==> src/rtl/spi_pkt_tx.sv <==
// SPI mode-0 packet transmitter: reads one package from the DAQ buffer and sends it behind a 16-bit frame-counter header.
// Optional CRC-8 trailer byte when SPI_PKT_CRC8_EN is defined.
module spi_pkt_tx #(
    parameter int DATA_WIDTH   = 8,
    parameter int PACKAGE_SIZE = 10,
    parameter int CLK_DIV      = 2,
    parameter int GAP_CYCLES   = 4
) (
    input  logic                  rd_clk,
    input  logic                  rst_n,
    input  logic                  pkt_ready,
    output logic                  rd_en,
    input  logic                  valid,
    input  logic [DATA_WIDTH-1:0] dout,
    input  logic                  rd_out,
    output logic                  sclk,
    output logic                  cs_n,
    output logic                  mosi,
    output logic                  busy,
    output logic                  pkt_done,
    output logic                  pkt_err,
    output logic [15:0]           frame_cnt
);

    // The IDLE cycle that samples pkt_ready also keeps cs_n high, so GAP itself
    // is one cycle shorter to keep cs_n high for GAP_CYCLES between back-to-back frames.
    localparam int GAP_LEN = (GAP_CYCLES > 1) ? (GAP_CYCLES - 1) : 1;
    localparam int DIV_W   = $clog2(CLK_DIV + 1);
    localparam int CNT_W   = $clog2(PACKAGE_SIZE + 1);
    localparam int GAP_W   = $clog2(GAP_LEN + 1);

    typedef enum logic [2:0] {
        ST_IDLE    = 3'd0,
        ST_HDR     = 3'd1,
        ST_FETCH   = 3'd2,
        ST_WAIT    = 3'd3,
        ST_SHIFT   = 3'd4,
        ST_GAP     = 3'd5
`ifdef SPI_PKT_CRC8_EN
        , ST_TRAILER = 3'd6
`endif
    } state_t;

    state_t             state_r;
    logic [7:0]         shreg_r;
    logic [DIV_W-1:0]   div_r;
    logic [3:0]         half_r;
    logic               hdr_lo_r;
    logic [CNT_W-1:0]   bytes_r;
    logic [GAP_W-1:0]   gap_r;
    logic               sclk_r;
    logic               cs_n_r;
    logic               mosi_r;
    logic               rd_en_r;
    logic               busy_r;
    logic               done_r;
    logic               err_r;
    logic [15:0]        frame_cnt_r;
    logic               shifting_s;
    logic               tick_s;
    logic               byte_end_s;

`ifdef SPI_PKT_CRC8_EN
    logic [7:0]         crc_r;

    function automatic logic [7:0] crc8_upd(input logic [7:0] crc, input logic [7:0] data);
        logic [7:0] c;
        c = crc ^ data;
        for (int i = 0; i < 8; i++) begin
            if (c[7]) begin
                c = {c[6:0], 1'b0} ^ 8'h07;
            end else begin
                c = {c[6:0], 1'b0};
            end
        end
        return c;
    endfunction
`endif

    assign shifting_s = (state_r == ST_HDR) || (state_r == ST_SHIFT)
`ifdef SPI_PKT_CRC8_EN
                        || (state_r == ST_TRAILER)
`endif
                        ;
    assign tick_s     = (div_r == DIV_W'(CLK_DIV - 1));
    assign byte_end_s = shifting_s && tick_s && (half_r == 4'd15);

    assign sclk      = sclk_r;
    assign cs_n      = cs_n_r;
    assign mosi      = mosi_r;
    assign rd_en     = rd_en_r;
    assign busy      = busy_r;
    assign pkt_done  = done_r;
    assign pkt_err   = err_r;
    assign frame_cnt = frame_cnt_r;

    // Frame FSM, SCLK divider/bit shifter and all registered outputs.
    always_ff @(posedge rd_clk or negedge rst_n) begin
        if (!rst_n) begin
            state_r     <= ST_IDLE;
            shreg_r     <= 8'h00;
            div_r       <= '0;
            half_r      <= 4'd0;
            hdr_lo_r    <= 1'b0;
            bytes_r     <= '0;
            gap_r       <= '0;
            sclk_r      <= 1'b0;
            cs_n_r      <= 1'b1;
            mosi_r      <= 1'b0;
            rd_en_r     <= 1'b0;
            busy_r      <= 1'b0;
            done_r      <= 1'b0;
            err_r       <= 1'b0;
            frame_cnt_r <= 16'h0000;
`ifdef SPI_PKT_CRC8_EN
            crc_r       <= 8'h00;
`endif
        end else begin
            rd_en_r <= 1'b0;
            done_r  <= 1'b0;
            err_r   <= 1'b0;

            // Shift on the falling SCLK edge so the slave sees stable data on the rising edge.
            if (shifting_s) begin
                if (tick_s) begin
                    div_r  <= '0;
                    sclk_r <= ~sclk_r;
                    half_r <= half_r + 4'd1;
                    if (sclk_r) begin
                        shreg_r <= {shreg_r[6:0], 1'b0};
                        mosi_r  <= shreg_r[6];
                    end
                end else begin
                    div_r <= div_r + DIV_W'(1);
                end
            end else begin
                div_r  <= '0;
                half_r <= 4'd0;
            end

            case (state_r)
                ST_IDLE: begin
                    if (pkt_ready) begin
                        state_r  <= ST_HDR;
                        cs_n_r   <= 1'b0;
                        busy_r   <= 1'b1;
                        shreg_r  <= frame_cnt_r[15:8];
                        mosi_r   <= frame_cnt_r[15];
                        hdr_lo_r <= 1'b0;
                        bytes_r  <= '0;
`ifdef SPI_PKT_CRC8_EN
                        crc_r    <= crc8_upd(8'h00, frame_cnt_r[15:8]);
                    end else begin
                        crc_r    <= 8'h00;
`endif
                    end
                end
                ST_HDR: begin
                    if (byte_end_s) begin
                        if (!hdr_lo_r) begin
                            hdr_lo_r <= 1'b1;
                            shreg_r  <= frame_cnt_r[7:0];
                            mosi_r   <= frame_cnt_r[7];
`ifdef SPI_PKT_CRC8_EN
                            crc_r    <= crc8_upd(crc_r, frame_cnt_r[7:0]);
`endif
                        end else begin
                            state_r <= ST_FETCH;
                        end
                    end
                end
                ST_FETCH: begin
                    if (rd_out && (bytes_r < CNT_W'(PACKAGE_SIZE))) begin
                        err_r   <= 1'b1;
                        cs_n_r  <= 1'b1;
                        gap_r   <= '0;
                        state_r <= ST_GAP;
                    end else begin
                        rd_en_r <= 1'b1;
                        state_r <= ST_WAIT;
                    end
                end
                ST_WAIT: begin
                    if (valid) begin
                        shreg_r <= dout[7:0];
                        mosi_r  <= dout[7];
                        state_r <= ST_SHIFT;
`ifdef SPI_PKT_CRC8_EN
                        crc_r   <= crc8_upd(crc_r, dout[7:0]);
`endif
                    end
                end
                ST_SHIFT: begin
                    if (byte_end_s) begin
                        bytes_r <= bytes_r + CNT_W'(1);
                        if (bytes_r == CNT_W'(PACKAGE_SIZE - 1)) begin
`ifdef SPI_PKT_CRC8_EN
                            shreg_r     <= crc_r;
                            mosi_r      <= crc_r[7];
                            state_r     <= ST_TRAILER;
`else
                            cs_n_r      <= 1'b1;
                            done_r      <= 1'b1;
                            frame_cnt_r <= frame_cnt_r + 16'd1;
                            gap_r       <= '0;
                            state_r     <= ST_GAP;
`endif
                        end else begin
                            state_r <= ST_FETCH;
                        end
                    end
                end
`ifdef SPI_PKT_CRC8_EN
                ST_TRAILER: begin
                    if (byte_end_s) begin
                        cs_n_r      <= 1'b1;
                        done_r      <= 1'b1;
                        frame_cnt_r <= frame_cnt_r + 16'd1;
                        gap_r       <= '0;
                        state_r     <= ST_GAP;
                    end
                end
`endif
                ST_GAP: begin
                    if (gap_r == GAP_W'(GAP_LEN - 1)) begin
                        gap_r   <= '0;
                        busy_r  <= 1'b0;
                        state_r <= ST_IDLE;
                    end else begin
                        gap_r <= gap_r + GAP_W'(1);
                    end
                end
                default: begin
                    cs_n_r  <= 1'b1;
                    sclk_r  <= 1'b0;
                    busy_r  <= 1'b0;
                    state_r <= ST_IDLE;
                end
            endcase
        end
    end

endmodule
==> config.mk <==
export PLATFORM = sky130hd
export DESIGN_NAME = spi_pkt_tx
export DESIGN_NICKNAME = d
export VERILOG_FILES = /design/src/rtl/spi_pkt_tx.sv
export SDC_FILE = /design/constraint.sdc
export NUM_CORES = 1
export LEC_CHECK = 0
export CAP_MARGIN = 30
export CORE_UTILIZATION = 54
export CTS_CLUSTER_SIZE = 8
export DETAILED_ROUTE_END_ITERATION = 16
export GPL_TIMING_DRIVEN = 0
export PLACE_DENSITY = 0.8
export SYNTH_ARGS = -nofsm -noshare
export SYNTH_HDL_FRONTEND = slang
export SYNTH_SLANG_ARGS = --single-unit
==> constraint.sdc <==
create_clock -name rd_clk -period 2.4 [get_ports rd_clk]
set_clock_uncertainty 0.1 [all_clocks]
set_input_delay 0.48 -clock rd_clk [delete_from_list [all_inputs] [get_ports rd_clk]]
set_output_delay 0.48 -clock rd_clk [all_outputs]
set_load 0.01 [all_outputs]
==> summary.md <==
| Metric | Value |
|---|---|
| Vias | 2052 |
| Clk pin slew, worst setup/hold paths | 0.10 ns |
| DR DRC count | 0 |
| Via density | 6.04 |
| Port Buffers | 35 |
| Pleak | 1.28 nW |
| Maximum vdd drop | 0.470 mV |
| Sequential power share | 0.411 |
| Period Utilization, post-route | 0.880 |
| DRT Pass-1 Iters | 9 |
| Clock latency on the worst-skew pair | 0.30 ns |
| Yosys top cell by area | dfrtp_1 |
| Worst hold slack | -0.00445 ns |
| Max-cap viol count | 0 |
| Synth Warn # | 0 |
| Largest cells by area after synthesis | dfrtp_1, mux2i_1, o21ai_0 |
| Relative slew slack | 0.510 |
| First-pass GRT wire length | 9.45 mm |
| DP Area | 0.00287 mm^2 |
| CP arrival | 2.22 ns |
| Yosys cell types | 49 |
| Crit end category | register |
| Syn avg cell area | 9.99 um^2 |
| Wirelength, routed | 5.65 mm |
| EDFF count, synth | 0 |
| Post-Layout Cell Count | 340 |
| Resized cells post-CTS | 0 |
| RSZ-0062 raised after global routing | false |
| Chip width | 69.2 um |
| Final worst slack | 0.288 ns |
| Clock share of power | 0.230 |
| N_diodes | 0 |
| Top FF cell, synth | dfrtp_1 |
| Min-delay worst type | in -> async |
| Power Dens Cells | 846 mW/mm^2 |
| Top-area cell type share of the netlist area | 0.462 |
| Final core area utilization | 0.685 |
| 1st-iter DRT viols | 136 |
| Worst Reg-to-Reg Cells | 5 |
| GRT Util Overall | 0.247 |
| Via count of the first global-routing pass | 1936 |
| CTS tree | yes |
| CP required | 2.51 ns |
| Post-DP HPWL | 4.13 mm |
| Status | finished with violations |
| Ys async rst share | 1.00 |
| Switching pwr | 940 uW |
| Max H-tree Level | 2 |
| Largest net degree at the start of global routing | 30 |
| Cells after synthesis | 244 |
| Die ar. | 0.00479 mm^2 |
| Post-synth top cells | dfrtp_1, nor2_1, nand2_1, o21ai_0, nand3_1 |
| Syn nets | 261 |
| Final setup fails | 0 |
| DRT antenna net count | 0 |
| Synth Register Bits | 46 |
| CP startpoint kind | register |
| WL/cell | 16.6 um |
| Worst slack, placed | 0.159 ns |
| Fin. max-slew vios | 0 |
| Hold_buf cts | 0 |
| Final GP Congestion | 0.907 |
| Fin crit period | 2.11 ns |
| WS Path Type | reg -> reg |
| Die Ht | 69.2 um |
| # IOs | 36 |
| Initial antenna violation count | 0 |
| Setup Buffers After CTS | 0 |
| Fin. Hold Viols | 8 |
| Critical path launch point | state_r[0] |
| Fin nets | 304 |
| Layout cells sized above 1 | 0.0868 |
| Cell count after placement | 332 |
| Max Root-Sink Buffers | 2 |
| Gr ovfl total | 0 |
| Least-Margin Pin Slew | 0.729 ns |
| Crit Path Max Fanout | 10 |
| Initial Utilization | 0.560 |
| Clk sink count | 46 |
| Fmax | 0.473 GHz |
| Cts bufs inserted | 5 |
| Internal power | 1.58 mW |
| Seq/Total Area, Yosys | 0.473 |
| Core area | 0.00435 mm^2 |
| Syn-to-layout area delta | 22.3% |
| Post-Syn Area | 0.00244 mm^2 |
| Sw Ratio | 0.372 |
| CTS Root Cell | clkbuf_8 |
| Comb power frac | 0.359 |
| Reg-to-Reg Start | state_r[0] |
| Violated checks | negative hold slack |
| Finished Cell Area | 0.00298 mm^2 |
| Cell with the most instances after synthesis | dfrtp_1 |
| Rows | 24 |
[state kept, by name, indices dropped and copies added (netlist names), 2 cells and up]
name / flops
state_r: 3
frame_cnt: 16
gap_r: 2
div_r: 2
half_r: 4
bytes_r: 4
shreg_r: 7
[layer usage]
layer  wire length [um]  share of wire  vias to the layer above  track usage
met5                  0              0                        -            0
met4                 67          0.012                        0       0.0680
met3                301          0.053                        8       0.0480
met2               2700           0.48                       66        0.387
met1               2590           0.46                     1010        0.352
li1                   -              -                      968            -
[cell type report]
class | count | area [um^2]
Sequential cell | 46 | 1150
Inverter | 6 | 22.5
Timing Repair Buffer | 36 | 365
Fill cell | 356 | 1370
Tap cell | 52 | 65.1
Multi-Input combinational cell | 184 | 1200
Buffer | 8 | 57.6
Clock inverter | 3 | 45.0
Clock buffer | 5 | 68.8
[final timing paths]
check	to	slack [ns]
max	shreg_r[6]	0.29
min	bytes_r[1]	-0.004
max reg2reg	shreg_r[6]	0.29
min reg2reg	div_r[0]	0.35
max in group asynchronous	hdr_lo_r	1.71
min in group rd_clk	div_r[0]	0.35
[critical path, stage by stage, from the launching register on]
cell and delay [ns]:
dfrtp_1 0.46, buf_6 0.18, or2_1 0.29, nor3_1 0.59, a222oi_1 0.25, o21ai_0 0.15
[cell families (layout without fill, tap and decap cells)]
kind of cell	count (synthesis)	in the layout	synth area share
compound gates	55	55	0.147
simple gates	95	95	0.211
flops	46	46	0.473
xor+xnor	18	18	0.0647
fa+ha+maj	4	4	0.0205
buf+inv	14	58	0.0329
mux	12	12	0.0513
[power by group through the flow]
stage | sequential [mW] | clock (mW) | combinational, mW
after floorplan | 1.04 | 0 | 0.615
after global routing | 1.06 | 0.627 | 0.993
after detailed placement | 1.05 | 0 | 0.891
final | 1.04 | 0.580 | 0.906
after CTS | 1.03 | 0.592 | 0.897
after global placement | 1.04 | 0 | 0.876
[metrics by stage]
step / hold WS [ns] / power, mW / setup TNS [ns]
final: -0.00445 / 2.52 / 0
after global routing: 0.0190 / 2.67 / 0
after CTS: 0.00693 / 2.52 / 0
after detailed placement: 0.338 / 1.94 / 0
after global placement: 0.337 / 1.92 / -21.34
after floorplan: 0.0844 / 1.65 / 0
[layout by cell type, fill, tap and decap left out, types with 6 or more instances in the layout]
master           instances
nand2_1                 20
mux2i_1                 11
a21oi_1                 10
inv_1                    6
clkdlybuf4s50_1         34
nor2_1                  21
nor3_1                   8
o21ai_0                 19
xor2_1                   8
nand3_1                 12
xnor2_1                 10
nand2b_1                 7
dfrtp_1                 45
a222oi_1                 7
nand4_1                  9
Note: power is estimated with default switching activity, not from simulation.
